### src/rtl/fetch_ctrl.sv
// Fetch sequencer: owns the PC, issues one outstanding imem request, loads IF/ID.
// 1 instr/cycle with gnt=1 and 1-cycle response; StallD parks one response in a skid, redirect flushes.
module fetch_ctrl #(
  parameter logic [31:0] RESET_PC     = 32'h0000_0000,
  parameter logic [31:0] BUBBLE_INSTR = 32'h0000_0000
) (
  input  logic        clk,
  input  logic        rst,
  input  logic        PCSrcE,
  input  logic [31:0] PCTargetE,
  input  logic        StallD,
  output logic        imem_req,
  output logic [31:0] imem_addr,
  input  logic        imem_gnt,
  input  logic        imem_rvalid,
  input  logic [31:0] imem_rdata,
  output logic [31:0] InstrD,
  output logic [31:0] PCD,
  output logic [31:0] PCPlus4D,
  output logic        ValidD
);

  typedef enum logic [1:0] {S_IDLE, S_REQ, S_WAIT, S_HOLD} state_t;

  typedef struct packed {
    logic [31:0] instr;
    logic [31:0] pc;
  } fetch_t;

  typedef struct packed {
    logic [31:0] instr;
    logic [31:0] pc;
    logic [31:0] pc4;
    logic        valid;
  } ifid_t;

  state_t      r_state;
  logic [31:0] r_pc;
  logic [31:0] r_req_pc;
  logic        r_drop;
  fetch_t      r_skid;
  ifid_t       r_ifid;

  state_t      w_state_nxt;
  logic [31:0] w_pc_nxt;
  logic [31:0] w_req_pc_nxt;
  logic        w_drop_nxt;
  fetch_t      w_skid_nxt;
  ifid_t       w_ifid_nxt;
  logic        w_req;
  logic        w_redirect;
  logic        w_deliver;
  fetch_t      w_dlv;

  always_ff @(posedge clk or negedge rst) begin
    if (!rst) begin
      r_state  <= S_IDLE;
      r_pc     <= RESET_PC;
      r_req_pc <= 32'h0;
      r_drop   <= 1'b0;
      r_skid   <= '0;
      r_ifid   <= '{instr: BUBBLE_INSTR, pc: 32'h0, pc4: 32'h0, valid: 1'b0};
    end else begin
      r_state  <= w_state_nxt;
      r_pc     <= w_pc_nxt;
      r_req_pc <= w_req_pc_nxt;
      r_drop   <= w_drop_nxt;
      r_skid   <= w_skid_nxt;
      r_ifid   <= w_ifid_nxt;
    end
  end

  always_comb begin
    w_state_nxt  = r_state;
    w_pc_nxt     = r_pc;
    w_req_pc_nxt = r_req_pc;
    w_drop_nxt   = r_drop;
    w_skid_nxt   = r_skid;
    w_ifid_nxt   = r_ifid;
    w_req        = 1'b0;
    w_deliver    = 1'b0;
    w_dlv        = r_skid;
    w_redirect   = PCSrcE && (r_state != S_IDLE);

    case (r_state)
      S_IDLE: w_state_nxt = S_REQ;
      S_REQ: begin
        w_req = !PCSrcE;
        if (w_req && imem_gnt) begin
          w_req_pc_nxt = r_pc;
          w_pc_nxt     = r_pc + 32'd4;
          w_state_nxt  = S_WAIT;
        end
      end
      S_WAIT: begin
        if (imem_rvalid) begin
          w_drop_nxt = 1'b0;
          if (r_drop || PCSrcE) begin
            w_state_nxt = S_REQ;
          end else if (StallD) begin
            w_skid_nxt  = '{instr: imem_rdata, pc: r_req_pc};
            w_state_nxt = S_HOLD;
          end else begin
            // Response consumed this cycle, so the next request may overlap it.
            w_deliver = 1'b1;
            w_dlv     = '{instr: imem_rdata, pc: r_req_pc};
            w_req     = 1'b1;
            if (imem_gnt) begin
              w_req_pc_nxt = r_pc;
              w_pc_nxt     = r_pc + 32'd4;
            end else begin
              w_state_nxt = S_REQ;
            end
          end
        end else if (PCSrcE) begin
          w_drop_nxt = 1'b1;
        end
      end
      S_HOLD: begin
        if (PCSrcE) begin
          w_state_nxt = S_REQ;
        end else if (!StallD) begin
          w_deliver   = 1'b1;
          w_dlv       = r_skid;
          w_state_nxt = S_REQ;
        end
      end
      default: w_state_nxt = S_IDLE;
    endcase

    if (w_redirect) w_pc_nxt = PCTargetE;

    // Redirect flush beats StallD; PCD/PCPlus4D keep their last values on bubbles.
    if (w_redirect) begin
      w_ifid_nxt.valid = 1'b0;
      w_ifid_nxt.instr = BUBBLE_INSTR;
    end else if (!StallD) begin
      if (w_deliver) begin
        w_ifid_nxt = '{instr: w_dlv.instr, pc: w_dlv.pc, pc4: w_dlv.pc + 32'd4, valid: 1'b1};
      end else begin
        w_ifid_nxt.valid = 1'b0;
        w_ifid_nxt.instr = BUBBLE_INSTR;
      end
    end
  end

  assign imem_req  = w_req;
  assign imem_addr = r_pc;
  assign InstrD    = r_ifid.instr;
  assign PCD       = r_ifid.pc;
  assign PCPlus4D  = r_ifid.pc4;
  assign ValidD    = r_ifid.valid;

endmodule

### config.mk
export PLATFORM = sky130hd
export DESIGN_NAME = fetch_ctrl
export DESIGN_NICKNAME = d
export VERILOG_FILES = /design/src/rtl/fetch_ctrl.sv
export SDC_FILE = /design/constraint.sdc
export NUM_CORES = 1
export LEC_CHECK = 0
export ABC_AREA = 1
export CORE_ASPECT_RATIO = 1.5
export CORE_UTILIZATION = 53
export DETAILED_ROUTE_END_ITERATION = 16
export MAX_ROUTING_LAYER = met4
export PLACE_DENSITY = 0.88
export REMOVE_ABC_BUFFERS = 1
export SYNTH_ARGS = -nofsm -noshare
export SYNTH_HDL_FRONTEND = slang
export SYNTH_SLANG_ARGS = --single-unit
export TNS_END_PERCENT = 20
### constraint.sdc
create_clock -name clk -period 2.6 [get_ports clk]
set_input_delay 0.52 -clock clk [delete_from_list [all_inputs] [get_ports clk]]
set_output_delay 0.52 -clock clk [all_outputs]
set_load 0.02 [all_outputs]
==> metrics.txt, run 1 <==
# TYPE chip_impl_metric gauge
chip_impl_metric{name="setup-violations-final",unit=""} 0
chip_impl_metric{name="grt_first_pass_wirelength",unit="µm"} 53900
chip_impl_metric{name="synth_largest_type_area_fraction",unit="%"} 49.6
chip_impl_metric{name="ant_nets",unit=""} 0
chip_impl_metric{name="synth_cell_type_count",unit=""} 34
chip_impl_metric{name="internal-power",unit="mW"} 9.78
chip_impl_info{name="outcome",value="complete, but fails checks"} 1
chip_impl_metric{name="vdd_drop_max",unit="µV"} 615
chip_impl_info{name="yosys_most_used_dff",value="sky130_fd_sc_hd__dfrtp_1"} 1
chip_impl_metric{name="tritoncts.num_buffers",unit=""} 22
chip_impl_metric{name="crit_required",unit="ns"} 2.08
chip_impl_info{name="rsz0062_at_grt",value="true"} 1
chip_impl_metric{name="route.detailed.drc",unit=""} 0
chip_impl_metric{name="clock.fmax",unit="MHz"} 399
chip_impl_metric{name="place.port_buffers",unit=""} 199
chip_impl_metric{name="synth_seq_area_share",unit="%"} 49.6
chip_impl_info{name="end_kind",value="output pin"} 1
chip_impl_metric{name="route.vias.total",unit=""} 11205
chip_impl_metric{name="delay_contributed_by_the_slowest_stage_of_the_critical_path",unit="ns"} 0.40
chip_impl_info{name="crit_start",value="r_state[0]"} 1
chip_impl_metric{name="antenna_cells",unit=""} 0
chip_impl_metric{name="firstDrtPassIters",unit=""} 6
chip_impl_metric{name="holdWs",unit="ns"} -0.0288
chip_impl_metric{name="power.clock.fraction",unit="%"} 18.5
chip_impl_metric{name="clk_latency",unit="ns"} 0.52
chip_impl_metric{name="netSwitchingPower",unit="mW"} 6.75
chip_impl_metric{name="die_height",unit="µm"} 182
chip_impl_metric{name="drt_first_iter_violations",unit=""} 723
chip_impl_metric{name="worst-r2r-cell-count",unit=""} 18
chip_impl_metric{name="pins_over_their_slew_limit",unit=""} 0
chip_impl_metric{name="finalNetCount",unit=""} 1824
chip_impl_metric{name="power.leakage",unit="nW"} 7.03
chip_impl_metric{name="p_sw_share",unit="%"} 40.9
chip_impl_metric{name="overflow_left_after_global_routing",unit=""} 0
chip_impl_metric{name="hold_viol_final",unit=""} 16
chip_impl_metric{name="clock_skew",unit="ns"} 0.0197
chip_impl_metric{name="num_rows",unit=""} 65
chip_impl_info{name="synth_top_family_by_area",value="simple AND/OR/NAND/NOR gates"} 1
chip_impl_metric{name="cts.sinks",unit=""} 226
chip_impl_info{name="slowest_stage",value="sky130_fd_sc_hd__dfrtp_1"} 1
chip_impl_info{name="timing.rr.end",value="PCPlus4D[31]"} 1
chip_impl_metric{name="synthesis.instances",unit=""} 1495
chip_impl_metric{name="initial_core_util",unit="%"} 54.2
chip_impl_info{name="worstHoldPathType",value="primary input to asynchronous set/reset pin"} 1
chip_impl_metric{name="dp_slack",unit="ns"} -0.256
chip_impl_info{name="violations_in_the_final_reports",value="negative hold slack"} 1
chip_impl_info{name="crit_end",value="imem_req"} 1
chip_impl_metric{name="grt_start_max_net_pins",unit=""} 73
chip_impl_metric{name="synth_edf_count",unit=""} 0
chip_impl_metric{name="reg2reg_setup_slack",unit="ns"} 0.15
chip_impl_metric{name="antenna_found_initial",unit=""} 0
chip_impl_metric{name="seq_power_share",unit="%"} 35.7
chip_impl_metric{name="hpwl_detailed",unit="µm"} 23900
chip_impl_metric{name="synth_async_sr_flop_share",unit="%"} 100
chip_impl_info{name="synthTopCellsByArea",value="sky130_fd_sc_hd__dfrtp_1 (50%), sky130_fd_sc_hd__nand2_1 (14%), sky130_fd_sc_hd__o21ai_0 (7.7%), sky130_fd_sc_hd__inv_1 (4.5%), sky130_fd_sc_hd__nand3_1 (4.3%)"} 1
chip_impl_metric{name="max_slew_margin",unit="%"} 59.8
chip_impl_info{name="post_synth_most_frequent_cells",value="sky130_fd_sc_hd__nand2_1 (439), sky130_fd_sc_hd__dfrtp_1 (226), sky130_fd_sc_hd__o21ai_0 (176)"} 1
chip_impl_info{name="cp_top_family",value="buffers and inverters"} 1
chip_impl_metric{name="route.detailed.vias_per_inst",unit=""} 5.52
chip_impl_metric{name="synth-xor-area-share",unit="%"} 0.844
chip_impl_metric{name="cp.depth",unit=""} 8
chip_impl_metric{name="synth_fa_ha_area_share",unit="%"} 0.658
chip_impl_metric{name="share_of_cell_area_taken_by_muxes_after_synthesis",unit="%"} 0.888
chip_impl_metric{name="post-cts-setup-buffers",unit=""} 0
chip_impl_metric{name="critical_path_buf_inv_count",unit=""} 4
chip_impl_metric{name="synth_seq_cells",unit=""} 226
chip_impl_info{name="synth_most_common_cell",value="sky130_fd_sc_hd__nand2_1"} 1
chip_impl_info{name="critical_path.reg2reg.startpoint",value="r_state[0]"} 1
chip_impl_info{name="crit_chain",value="inv_1 > ha_2 > nand2_1 > inv_2 > nand3_2 > buf_12 > a21oi_1 > buf_4"} 1
chip_impl_metric{name="gr-usage-all-layers",unit="%"} 31.4
chip_impl_info{name="synthDominantAreaCellType",value="sky130_fd_sc_hd__dfrtp_1"} 1
chip_impl_metric{name="synthesis.yosys.warnings",unit=""} 0
chip_impl_metric{name="critPathMaxFanout",unit=""} 19
chip_impl_metric{name="gp_congestion",unit=""} 0.958
chip_impl_info{name="cts_tree",value="yes"} 1
chip_impl_metric{name="postSynthAreaPerCell",unit="µm²"} 7.63
chip_impl_metric{name="ioPinCount",unit=""} 200
chip_impl_info{name="clk_root_buffer_cell",value="sky130_fd_sc_hd__clkbuf_16"} 1
chip_impl_metric{name="fp.coreArea",unit="µm²"} 21100
chip_impl_metric{name="worst-slew-pin-transition",unit="ns"} 0.603
chip_impl_metric{name="layout-drive-gt1-share",unit="%"} 11.4
chip_impl_metric{name="ctsHtreeMaxLevel",unit=""} 1
chip_impl_metric{name="synth-compound-area-share",unit="%"} 12.4
chip_impl_metric{name="cts-root-to-sink-buffers",unit=""} 3
chip_impl_metric{name="share_comb_of_total_power",unit="%"} 45.8
chip_impl_metric{name="worst_setup_hold_path_clk_slew",unit="ns"} 0.06
chip_impl_metric{name="fin_crit",unit="ns"} 2.50
chip_impl_metric{name="avgRoutedWirePerCell",unit="µm"} 16.1
chip_impl_info{name="criticalPathCategory",value="register to output pin"} 1
chip_impl_metric{name="die-area",unit="µm²"} 22100
chip_impl_metric{name="pwr_density_cell",unit="nW/µm²"} 1080
chip_impl_metric{name="fillCellCount",unit=""} 1612
chip_impl_metric{name="final.setup.worst_slack",unit="ns"} 0.0962
chip_impl_metric{name="cap_viol_max_count",unit=""} 0
chip_impl_metric{name="grt_pass1_vias",unit=""} 11189
chip_impl_metric{name="synth_area",unit="µm²"} 11400
chip_impl_metric{name="critPathArrivalTime",unit="ns"} 1.98
chip_impl_metric{name="area_delta_synth_final",unit="%"} 33.9
chip_impl_info{name="worstSetupStartpointType",value="register"} 1
chip_impl_metric{name="fin_crit_sh",unit="%"} 96.3
chip_impl_metric{name="synth_simple_gate_area_share",unit="%"} 27.9
chip_impl_metric{name="finalWirelength",unit="µm"} 32800
chip_impl_metric{name="total_power",unit="mW"} 16.5
chip_impl_metric{name="die_width",unit="µm"} 122
-- state kept, by name (all words and copies together), names as in the netlist --
register and flops:
r_req_pc 32, r_skid 64, PCPlus4D 30, r_drop 1
r_state 2, InstrD 32, imem_addr 32, PCD 32
ValidD 1
-- layout by cell type, fill, tap and decap left out, types with 2 or more instances in the layout --
cell type                         instances
sky130_fd_sc_hd__o21ai_1                 34
sky130_fd_sc_hd__o21ai_0                176
sky130_fd_sc_hd__nand3_1                 99
sky130_fd_sc_hd__nor4_1                   3
sky130_fd_sc_hd__mux2_2                   9
sky130_fd_sc_hd__a21oi_1                 20
sky130_fd_sc_hd__ha_1                     4
sky130_fd_sc_hd__o211ai_1                12
sky130_fd_sc_hd__inv_6                    2
sky130_fd_sc_hd__o22ai_1                 11
sky130_fd_sc_hd__clkdlybuf4s50_1        197
sky130_fd_sc_hd__inv_1                  134
sky130_fd_sc_hd__dfrtp_1                226
sky130_fd_sc_hd__nor3_1                  14
sky130_fd_sc_hd__or2_2                    4
sky130_fd_sc_hd__buf_4                   87
sky130_fd_sc_hd__nor2_1                 119
sky130_fd_sc_hd__nand2_1                437
sky130_fd_sc_hd__buf_12                  21
sky130_fd_sc_hd__a22oi_1                  4
sky130_fd_sc_hd__clkinv_2                 4
sky130_fd_sc_hd__inv_2                    8
sky130_fd_sc_hd__a31oi_1                  8
sky130_fd_sc_hd__clkbuf_1                 3
sky130_fd_sc_hd__nand2_2                  3
sky130_fd_sc_hd__nor2_4                   5
sky130_fd_sc_hd__clkbuf_8                 5
sky130_fd_sc_hd__clkbuf_16               23
sky130_fd_sc_hd__nor2_2                  16
sky130_fd_sc_hd__nand4_1                 47
sky130_fd_sc_hd__xor2_1                  11
sky130_fd_sc_hd__nand3_2                  2
-- worst reg2reg max path: cells and delay by family, from the launching register on --
kind                     cells  cell delay [ns]
buffers and inverters        4             0.44
AND/OR/NAND/NOR             13             1.31
adder cells (fa/ha/maj)      1             0.21
flip-flops                   1             0.38
-- power groups by stage --
stage	Sequential [mW]	Combinational [mW]	Clock [mW]
6_report	5.89	7.58	3.06
5_1_grt	6.05	8.34	3.26
4_1_cts	5.87	7.52	3.11
3_5_place_dp	5.90	7.46	0
3_3_place_gp	5.83	7.23	0
2_1_floorplan	6.47	3.23	0
-- per-layer routing --
layer | share of wire [%] | global-route usage [%] | vias to the layer above
met3 | 5.9 | 5.18 | 110
met2 | 51 | 52.6 | 421
met1 | 38 | 35.6 | 5304
met5 | 0 | - | -
li1 | - | - | 5370
met4 | 4.9 | 16.4 | 0
-- kinds of logic (layout without fill, tap and decap cells) --
family,after synthesis,count (layout)
AOI/OAI and AO/OA,268,268
adders and majority gates,6,6
xor gates and xnor gates,11,11
DFF,226,226
muxes,9,9
buffers and inverters,222,488
and+or+nand+nor,753,753
-- timing repair --
item	in CTS	in global routing
pin swaps	0	1
endpoints found under the hold margin	0	0
setup endpoints to repair	1	20
resized for setup	5	18
hold buffers	0	0
cloned	0	1
-- through the flow --
| step | utilization, % | setup TNS, ns | area, µm² | instances |
|---|---|---|---|---|
| 6_report | 72.5 | 0 | 15300 | 2029 |
| 5_1_grt | 72.5 | -0.0876 | 15300 | 2029 |
| 4_1_cts | 72.1 | 0 | 15200 | 2028 |
| 3_5_place_dp | 68.8 | -3.78 | 14500 | 1991 |
| 3_3_place_gp | 68.8 | -2.17 | 14500 | 1991 |
| 2_1_floorplan | - | -353.79 | 11100 | 1416 |
-- layout make-up --
cell class	instances	area [µm²]	area share (%)
flip-flops and latches	226	5660	37.0
multi-input cells	1047	4950	32.4
repair buffers	308	3110	20.4
clock buffers	30	631	4.13
inverters	143	538	3.52
well taps	268	335	2.19
clock inverters	7	57.6	0.377
-- worst min-delay path by stage --
stage | slack, ns | startpoint | end | cells past startpoint
after CTS | 0.005 | rst | PCPlus4D[28] | 1
after global routing | 0.03 | rst | PCPlus4D[31] | 1
after detailed placement | 0.46 | PCPlus4D[13] | PCPlus4D[13] | 2
after global placement | 0.46 | r_skid[51] | r_skid[51] | 2
after floorplan | 0.22 | rst | InstrD[0] | 0
final | -0.03 | rst | PCPlus4D[28] | 1
Power figures use the tool's default switching activity.
==> inputs of run 2 (changes only) <==
Settings changed: PLACE_DENSITY 0.88 to 0.8.
==> run 2 against run 1 <==
  * The flow now finishes without violations
  * Die area unchanged
  * Register-to-register slack better by 0.04 ns
  * Routed wire length fell by 1.0%
  * Clock skew fell by 0.0090 ns
  * Sequential power hardly changed
  * Global-route usage is 0.21 points lower
  * Maximum frequency increased by 3.3%
  * Final area up 0.56%
  * Sequential cell count unchanged
  * Clock-buffer cell count fell by 2
  * Combinational power down 2%
  * Largest cell class unchanged
==> metrics.txt, run 2 (synthesis results as in run 1) <==
# TYPE chip_impl_metric gauge
chip_impl_metric{name="gr-usage-all-layers",unit="%"} 31.2
chip_impl_info{name="criticalPathCategory",value="register to output pin"} 1
chip_impl_metric{name="layout-drive-gt1-share",unit="%"} 11.7
chip_impl_metric{name="hold_viol_final",unit=""} 0
chip_impl_metric{name="holdWs",unit="ns"} 0.478
chip_impl_metric{name="vdd_drop_max",unit="µV"} 627
chip_impl_metric{name="area_taken_by_multi_input_logic_gates",unit="µm²"} 4910
chip_impl_info{name="crit_path_frequent_cell",value="sky130_fd_sc_hd__inv_2"} 1
chip_impl_metric{name="largest_register_ffs",unit=""} 64
chip_impl_metric{name="ant_nets",unit=""} 0
chip_impl_metric{name="post-cts-setup-buffers",unit=""} 0
chip_impl_metric{name="worst-r2r-cell-count",unit=""} 14
chip_impl_metric{name="area_delta_synth_final",unit="%"} 34.6
chip_impl_metric{name="fin_crit_sh",unit="%"} 93.2
chip_impl_metric{name="fp.coreArea",unit="µm²"} 21100
chip_impl_metric{name="seq_power_share",unit="%"} 35.0
chip_impl_metric{name="critPathMaxFanout",unit=""} 5
chip_impl_metric{name="hpwl_detailed",unit="µm"} 23800
chip_impl_metric{name="crit_required",unit="ns"} 2.08
chip_impl_info{name="outcome",value="finished, final reports clean"} 1
chip_impl_metric{name="clk_latency",unit="ns"} 0.51
chip_impl_metric{name="layout.area.seq",unit="µm²"} 5660
chip_impl_metric{name="netSwitchingPower",unit="mW"} 6.69
chip_impl_metric{name="share_comb_of_total_power",unit="%"} 44.4
chip_impl_metric{name="clock.fmax",unit="MHz"} 413
chip_impl_metric{name="ctsHtreeMaxLevel",unit=""} 1
chip_impl_metric{name="die-area",unit="µm²"} 22100
chip_impl_info{name="clk_root_buffer_cell",value="sky130_fd_sc_hd__clkbuf_16"} 1
chip_impl_metric{name="clock_skew",unit="ns"} 0.0107
chip_impl_metric{name="die_height",unit="µm"} 182
chip_impl_metric{name="avgRoutedWirePerCell",unit="µm"} 15.9
chip_impl_metric{name="route.detailed.drc",unit=""} 0
chip_impl_info{name="worstSetupStartpointType",value="register"} 1
chip_impl_metric{name="worstHoldPathCells",unit=""} 2
chip_impl_metric{name="final_core_utilization",unit="%"} 72.9
chip_impl_metric{name="grt_pass1_vias",unit=""} 10961
chip_impl_metric{name="cp.depth",unit=""} 8
chip_impl_metric{name="fillCellCount",unit=""} 1635
chip_impl_metric{name="setup-violations-final",unit=""} 0
chip_impl_metric{name="total_power",unit="mW"} 16.8
chip_impl_metric{name="ioPinCount",unit=""} 200
chip_impl_metric{name="grt_start_max_net_pins",unit=""} 71
chip_impl_metric{name="power.clock.fraction",unit="%"} 20.6
chip_impl_metric{name="fin_setup_tns",unit="ns"} 0
chip_impl_metric{name="initial_core_util",unit="%"} 54.2
chip_impl_metric{name="route.detailed.vias_per_inst",unit=""} 5.36
chip_impl_metric{name="max_slew_margin",unit="%"} 60.7
chip_impl_metric{name="gp_congestion",unit=""} 0.945
chip_impl_metric{name="grt_first_pass_wirelength",unit="µm"} 53600
chip_impl_metric{name="finalNetCount",unit=""} 1836
chip_impl_metric{name="overflow_left_after_global_routing",unit=""} 0
chip_impl_info{name="cp_top_family",value="buffers and inverters"} 1
chip_impl_info{name="slowest_stage",value="sky130_fd_sc_hd__dfrtp_1"} 1
chip_impl_metric{name="cts-root-to-sink-buffers",unit=""} 3
chip_impl_metric{name="route.vias.total",unit=""} 10955
chip_impl_metric{name="cap_viol_max_count",unit=""} 0
chip_impl_metric{name="num_rows",unit=""} 65
chip_impl_info{name="worstHoldPathType",value="register to register"} 1
chip_impl_metric{name="worst-slew-pin-transition",unit="ns"} 0.583
chip_impl_metric{name="pwr_density_cell",unit="nW/µm²"} 1090
chip_impl_info{name="most_used_cells_in_the_layout_excluding_fill_and_tap_cells",value="sky130_fd_sc_hd__nand2_1 (438), sky130_fd_sc_hd__dfrtp_1 (226), sky130_fd_sc_hd__clkdlybuf4s50_1 (197)"} 1
chip_impl_metric{name="tritoncts.num_buffers",unit=""} 22
chip_impl_metric{name="internal-power",unit="mW"} 10.1
chip_impl_metric{name="critPathArrivalTime",unit="ns"} 1.90
chip_impl_metric{name="p_sw_share",unit="%"} 39.9
chip_impl_info{name="crit_chain",value="inv_2 > ha_4 > nand2_1 > inv_2 > nand3_2 > buf_4 > a21oi_1 > buf_2"} 1
chip_impl_info{name="rsz0062_at_grt",value="false"} 1
chip_impl_info{name="cts_tree",value="yes"} 1
chip_impl_metric{name="worst_setup_hold_path_clk_slew",unit="ns"} 0.06
chip_impl_metric{name="place.port_buffers",unit=""} 199
chip_impl_info{name="end_kind",value="output pin"} 1
chip_impl_metric{name="pins_over_their_slew_limit",unit=""} 0
chip_impl_metric{name="critical_path_buf_inv_count",unit=""} 4
chip_impl_metric{name="firstDrtPassIters",unit=""} 5
chip_impl_metric{name="drt_first_iter_violations",unit=""} 757
chip_impl_metric{name="fin_crit",unit="ns"} 2.42
chip_impl_info{name="layout_commonest_cell",value="sky130_fd_sc_hd__nand2_1"} 1
chip_impl_metric{name="power.leakage",unit="nW"} 7.10
chip_impl_metric{name="die_width",unit="µm"} 122
chip_impl_metric{name="antenna_cells",unit=""} 0
chip_impl_metric{name="cts.sinks",unit=""} 226
chip_impl_metric{name="finalWirelength",unit="µm"} 32400
chip_impl_info{name="regMostFlops",value="r_skid"} 1
chip_impl_metric{name="antenna_found_initial",unit=""} 0
chip_impl_metric{name="delay_contributed_by_the_slowest_stage_of_the_critical_path",unit="ns"} 0.42
run 2: power by group through the flow:
| stage | Sequential, mW | Clock, mW | Combinational (mW) |
|---|---|---|---|
| 5_1_grt | 6.05 | 3.63 | 8.25 |
| 4_1_cts | 5.86 | 3.50 | 7.46 |
| 2_1_floorplan | 6.47 | 0 | 3.23 |
| 3_5_place_dp | 5.90 | 0 | 7.41 |
| 3_3_place_gp | 5.85 | 0 | 7.23 |
| 6_report | 5.88 | 3.46 | 7.44 |
run 2: worst min-delay path, stage by stage (launching register included):
cell and delay, ns:
sky130_fd_sc_hd__dfrtp_1 0.34, sky130_fd_sc_hd__nand2_1 0.06, sky130_fd_sc_hd__nand2_1 0.05
run 2: path summary, 6_finish.rpt:
check	slack, ns	to	startpoint
setup / recovery	0.18	imem_req	r_state[0]
hold / removal	0.48	PCPlus4D[28]	PCPlus4D[28]
setup reg to reg	0.19	PCPlus4D[18]	r_state[0]
hold reg to reg	0.48	PCPlus4D[28]	PCPlus4D[28]
max in group asynchronous	1.30	r_skid[46]	rst
min in group asynchronous	0.59	r_skid[45]	rst
run 2: layout make-up:
cell class	count	area share [%]
Clock buffer	28	3.93
Timing Repair Buffer	320	20.5
Clock inverter	12	1.14
Tap cell	268	2.18
Multi-Input combinational cell	1047	32.0
Sequential cell	226	36.8
Inverter	143	3.50
run 2: what timing repair did:
item,4_1_cts,5_1_grt
hold buffers,1,0
hold endpoints to repair,21,0
setup endpoints to repair,1,9
resized for setup,6,6
run 2: per-stage QoR:
step                      setup slack (ns)  instances  area (µm²)
after floorplan                      -3.27       1416       11100
after global placement              -0.182       2003       14500
after detailed placement            -0.232       2003       14500
after CTS                           0.0971       2044       15300
after global routing                0.0231       2044       15400
final                                0.177       2044       15400
run 2: metal layers:
metal  part of all wire, %  routed length [µm]  global-route usage (%)  vias to the layer above
li1                      -                   -                       -                     5396
met1                    40               12800                    35.7                     5152
met2                    52               16900                    54.5                      325
met3                   4.5                1470                    4.11                       82
met4                   3.9                1260                    12.2                        0
met5                     0                   0                       -                        -
==> inputs of run 3 (changes only) <==
Settings changed: REMOVE_ABC_BUFFERS 1 to default.
==> run 3 against run 2 <==
  * Total power decreased by 1.9%
  * Cell count about the same
  * Utilization fell by 0.58 points
  * Critical endpoint unchanged
  * First-iteration DRC count is 10% higher
  * Largest cell class unchanged
  * Clock skew increased by 0.0016 ns
  * Highest routed layer unchanged
  * Register-to-register slack is essentially flat
==> metrics.txt, run 3 (synthesis results as in run 1) <==
# TYPE chip_impl_metric gauge
chip_impl_info{name="most_used_cells_in_the_layout_excluding_fill_and_tap_cells",value="sky130_fd_sc_hd__nand2_1 (435), sky130_fd_sc_hd__dfrtp_1 (225), sky130_fd_sc_hd__clkdlybuf4s50_1 (197)"} 1
chip_impl_metric{name="power.leakage",unit="nW"} 7.06
chip_impl_metric{name="num_rows",unit=""} 65
chip_impl_info{name="regMostFlops",value="r_skid"} 1
chip_impl_metric{name="route.detailed.vias_per_inst",unit=""} 5.41
chip_impl_info{name="worstHoldPathType",value="register to register"} 1
chip_impl_metric{name="firstDrtPassIters",unit=""} 6
chip_impl_metric{name="netSwitchingPower",unit="mW"} 6.64
chip_impl_metric{name="gr-usage-all-layers",unit="%"} 30.8
chip_impl_metric{name="internal-power",unit="mW"} 9.83
chip_impl_metric{name="p_sw_share",unit="%"} 40.3
chip_impl_metric{name="initial_core_util",unit="%"} 54.2
chip_impl_metric{name="die_height",unit="µm"} 182
chip_impl_metric{name="pins_over_their_slew_limit",unit=""} 0
chip_impl_metric{name="worst-r2r-cell-count",unit=""} 15
chip_impl_metric{name="pwr_density_cell",unit="nW/µm²"} 1080
chip_impl_metric{name="critPathArrivalTime",unit="ns"} 1.95
chip_impl_metric{name="dp_slack",unit="ns"} -0.220
chip_impl_metric{name="antenna_cells",unit=""} 0
chip_impl_metric{name="fp.coreArea",unit="µm²"} 21100
chip_impl_metric{name="worstHoldPathCells",unit=""} 2
chip_impl_metric{name="ioPinCount",unit=""} 200
chip_impl_info{name="critical_path.reg2reg.startpoint",value="r_state[0]"} 1
chip_impl_info{name="layout_commonest_cell",value="sky130_fd_sc_hd__nand2_1"} 1
chip_impl_metric{name="largest_register_ffs",unit=""} 64
chip_impl_metric{name="cts-root-to-sink-buffers",unit=""} 3
chip_impl_info{name="end_kind",value="output pin"} 1
chip_impl_metric{name="layout-drive-gt1-share",unit="%"} 12.2
chip_impl_metric{name="route.detailed.drc",unit=""} 0
chip_impl_metric{name="overflow_left_after_global_routing",unit=""} 0
chip_impl_metric{name="crit_required",unit="ns"} 2.08
chip_impl_metric{name="grt_start_max_net_pins",unit=""} 83
chip_impl_metric{name="drt_first_iter_violations",unit=""} 834
chip_impl_metric{name="finalWirelength",unit="µm"} 32500
chip_impl_metric{name="setup-violations-final",unit=""} 0
chip_impl_metric{name="critPathMaxFanout",unit=""} 5
chip_impl_info{name="outcome",value="finished, final reports clean"} 1
chip_impl_metric{name="place_area",unit="µm²"} 14500
chip_impl_info{name="clk_root_buffer_cell",value="sky130_fd_sc_hd__clkbuf_16"} 1
chip_impl_metric{name="cts.sinks",unit=""} 226
chip_impl_metric{name="power.clock.fraction",unit="%"} 18.9
chip_impl_info{name="worst_hold_path_startpoint",value="r_skid[39]"} 1
chip_impl_metric{name="fin_crit",unit="ns"} 2.47
chip_impl_info{name="crit_start",value="r_state[1]"} 1
chip_impl_metric{name="gp_congestion",unit=""} 0.984
chip_impl_metric{name="avgRoutedWirePerCell",unit="µm"} 15.9
chip_impl_metric{name="route.vias.total",unit=""} 11076
chip_impl_metric{name="cap_viol_max_count",unit=""} 0
chip_impl_metric{name="hpwl_detailed",unit="µm"} 23700
chip_impl_metric{name="clock.fmax",unit="MHz"} 405
chip_impl_metric{name="area_delta_synth_final",unit="%"} 33.5
chip_impl_info{name="rsz0062_at_grt",value="true"} 1
chip_impl_metric{name="synthesis.nets",unit=""} 1571
chip_impl_metric{name="clk_latency",unit="ns"} 0.50
chip_impl_metric{name="die-area",unit="µm²"} 22100
chip_impl_metric{name="hold_viol_final",unit=""} 0
chip_impl_metric{name="place.port_buffers",unit=""} 199
chip_impl_metric{name="ctsHtreeMaxLevel",unit=""} 1
chip_impl_metric{name="share_comb_of_total_power",unit="%"} 45.3
chip_impl_metric{name="worst_setup_hold_path_clk_slew",unit="ns"} 0.07
chip_impl_metric{name="final.setup.worst_slack",unit="ns"} 0.132
chip_impl_metric{name="layout.cell_area.non_filler",unit="µm²"} 15200
chip_impl_metric{name="worst-slew-pin-transition",unit="ns"} 0.661
chip_impl_info{name="criticalPathCategory",value="register to output pin"} 1
chip_impl_metric{name="max_slew_margin",unit="%"} 55.6
chip_impl_metric{name="tritoncts.num_buffers",unit=""} 21
chip_impl_info{name="cts_tree",value="yes"} 1
chip_impl_metric{name="die_width",unit="µm"} 122
chip_impl_metric{name="finalNetCount",unit=""} 1840
chip_impl_metric{name="ant_nets",unit=""} 0
chip_impl_metric{name="fin_crit_sh",unit="%"} 94.9
chip_impl_metric{name="grt_pass1_vias",unit=""} 10635
chip_impl_metric{name="seq_power_share",unit="%"} 35.8
chip_impl_metric{name="clock_skew",unit="ns"} 0.0123
chip_impl_info{name="worstSetupStartpointType",value="register"} 1
chip_impl_metric{name="antenna_found_initial",unit=""} 0
chip_impl_metric{name="grt_first_pass_wirelength",unit="µm"} 52600
chip_impl_metric{name="vdd_drop_max",unit="µV"} 682
==> run 3: cell count changes in the layout (fill, tap and decap cells not counted), sizes merged <==
cell,delta
clkdlybuf4s15,+1
buf,+4
bufinv,-2
clkinv,+2
clkbuf,-1
clkinvlp,-2
==> run 3: worst max-delay path, stage by stage (launching register included) <==
cell,delay (ns)
sky130_fd_sc_hd__dfrtp_2,0.45
sky130_fd_sc_hd__inv_1,0.11
sky130_fd_sc_hd__ha_1,0.25
sky130_fd_sc_hd__inv_1,0.13
sky130_fd_sc_hd__a21oi_2,0.22
sky130_fd_sc_hd__clkdlybuf4s15_2,0.29
==> run 3: power by group through the flow <==
stage | Sequential, mW | Clock (mW) | Combinational (mW)
2_1_floorplan | 6.44 | 0 | 3.39
3_3_place_gp | 5.86 | 0 | 7.13
3_5_place_dp | 5.91 | 0 | 7.33
4_1_cts | 5.87 | 3.17 | 7.39
5_1_grt | 6.04 | 3.29 | 8.24
6_report | 5.90 | 3.12 | 7.46
==> run 3: cell type report <==
| cell class | count | area [µm²] |
|---|---|---|
| Fill cell | 1653 | 5820 |
| Tap cell | 268 | 335 |
| Inverter | 143 | 538 |
| Multi-Input combinational cell | 1047 | 4920 |
| Clock inverter | 10 | 103 |
| Clock buffer | 27 | 588 |
| Timing Repair Buffer | 325 | 3100 |
| Sequential cell | 226 | 5660 |
==> run 3: routing by layer <==
| metal | part of all wire [%] | global-route usage [%] | vias to the layer above |
|---|---|---|---|
| li1 | - | - | 5402 |
| met1 | 40 | 38.0 | 5204 |
| met5 | 0 | - | - |
| met4 | 5.2 | 14.9 | 0 |
| met3 | 4.5 | 2.39 | 89 |
| met2 | 50 | 50.6 | 381 |
==> run 3: metrics by stage <==
step                      instances   TNS (ns)  hold slack [ns]  utilization (%)  power [mW]
after global placement         2006      -4.28            0.460             68.7        13.0
after CTS                      2044          0            0.484             72.1        16.4
after detailed placement       2006      -6.43            0.467             68.7        13.2
final                          2046          0            0.483             72.3        16.5
after floorplan                1495          0            0.224                -        9.84
after global routing           2046  -0.000671            0.499             72.3        17.6
==> run 3: what timing repair did <==
item / in CTS / in global routing
pin swaps: 0 / 1
endpoints found under the hold margin: 24 / 0
endpoints found under the setup margin: 1 / 38
hold buffers: 1 / 0
resized for setup: 4 / 13
setup buffers: 0 / 2
==> run 3: path summary, 6_finish.rpt <==
kind	slack, ns	to
setup / recovery	0.13	imem_req
setup reg to reg	0.20	PCPlus4D[21]
min in group asynchronous	0.56	imem_addr[4]
hold reg to reg	0.48	r_skid[39]
max in group asynchronous	1.30	PCD[30]
hold / removal	0.48	r_skid[39]
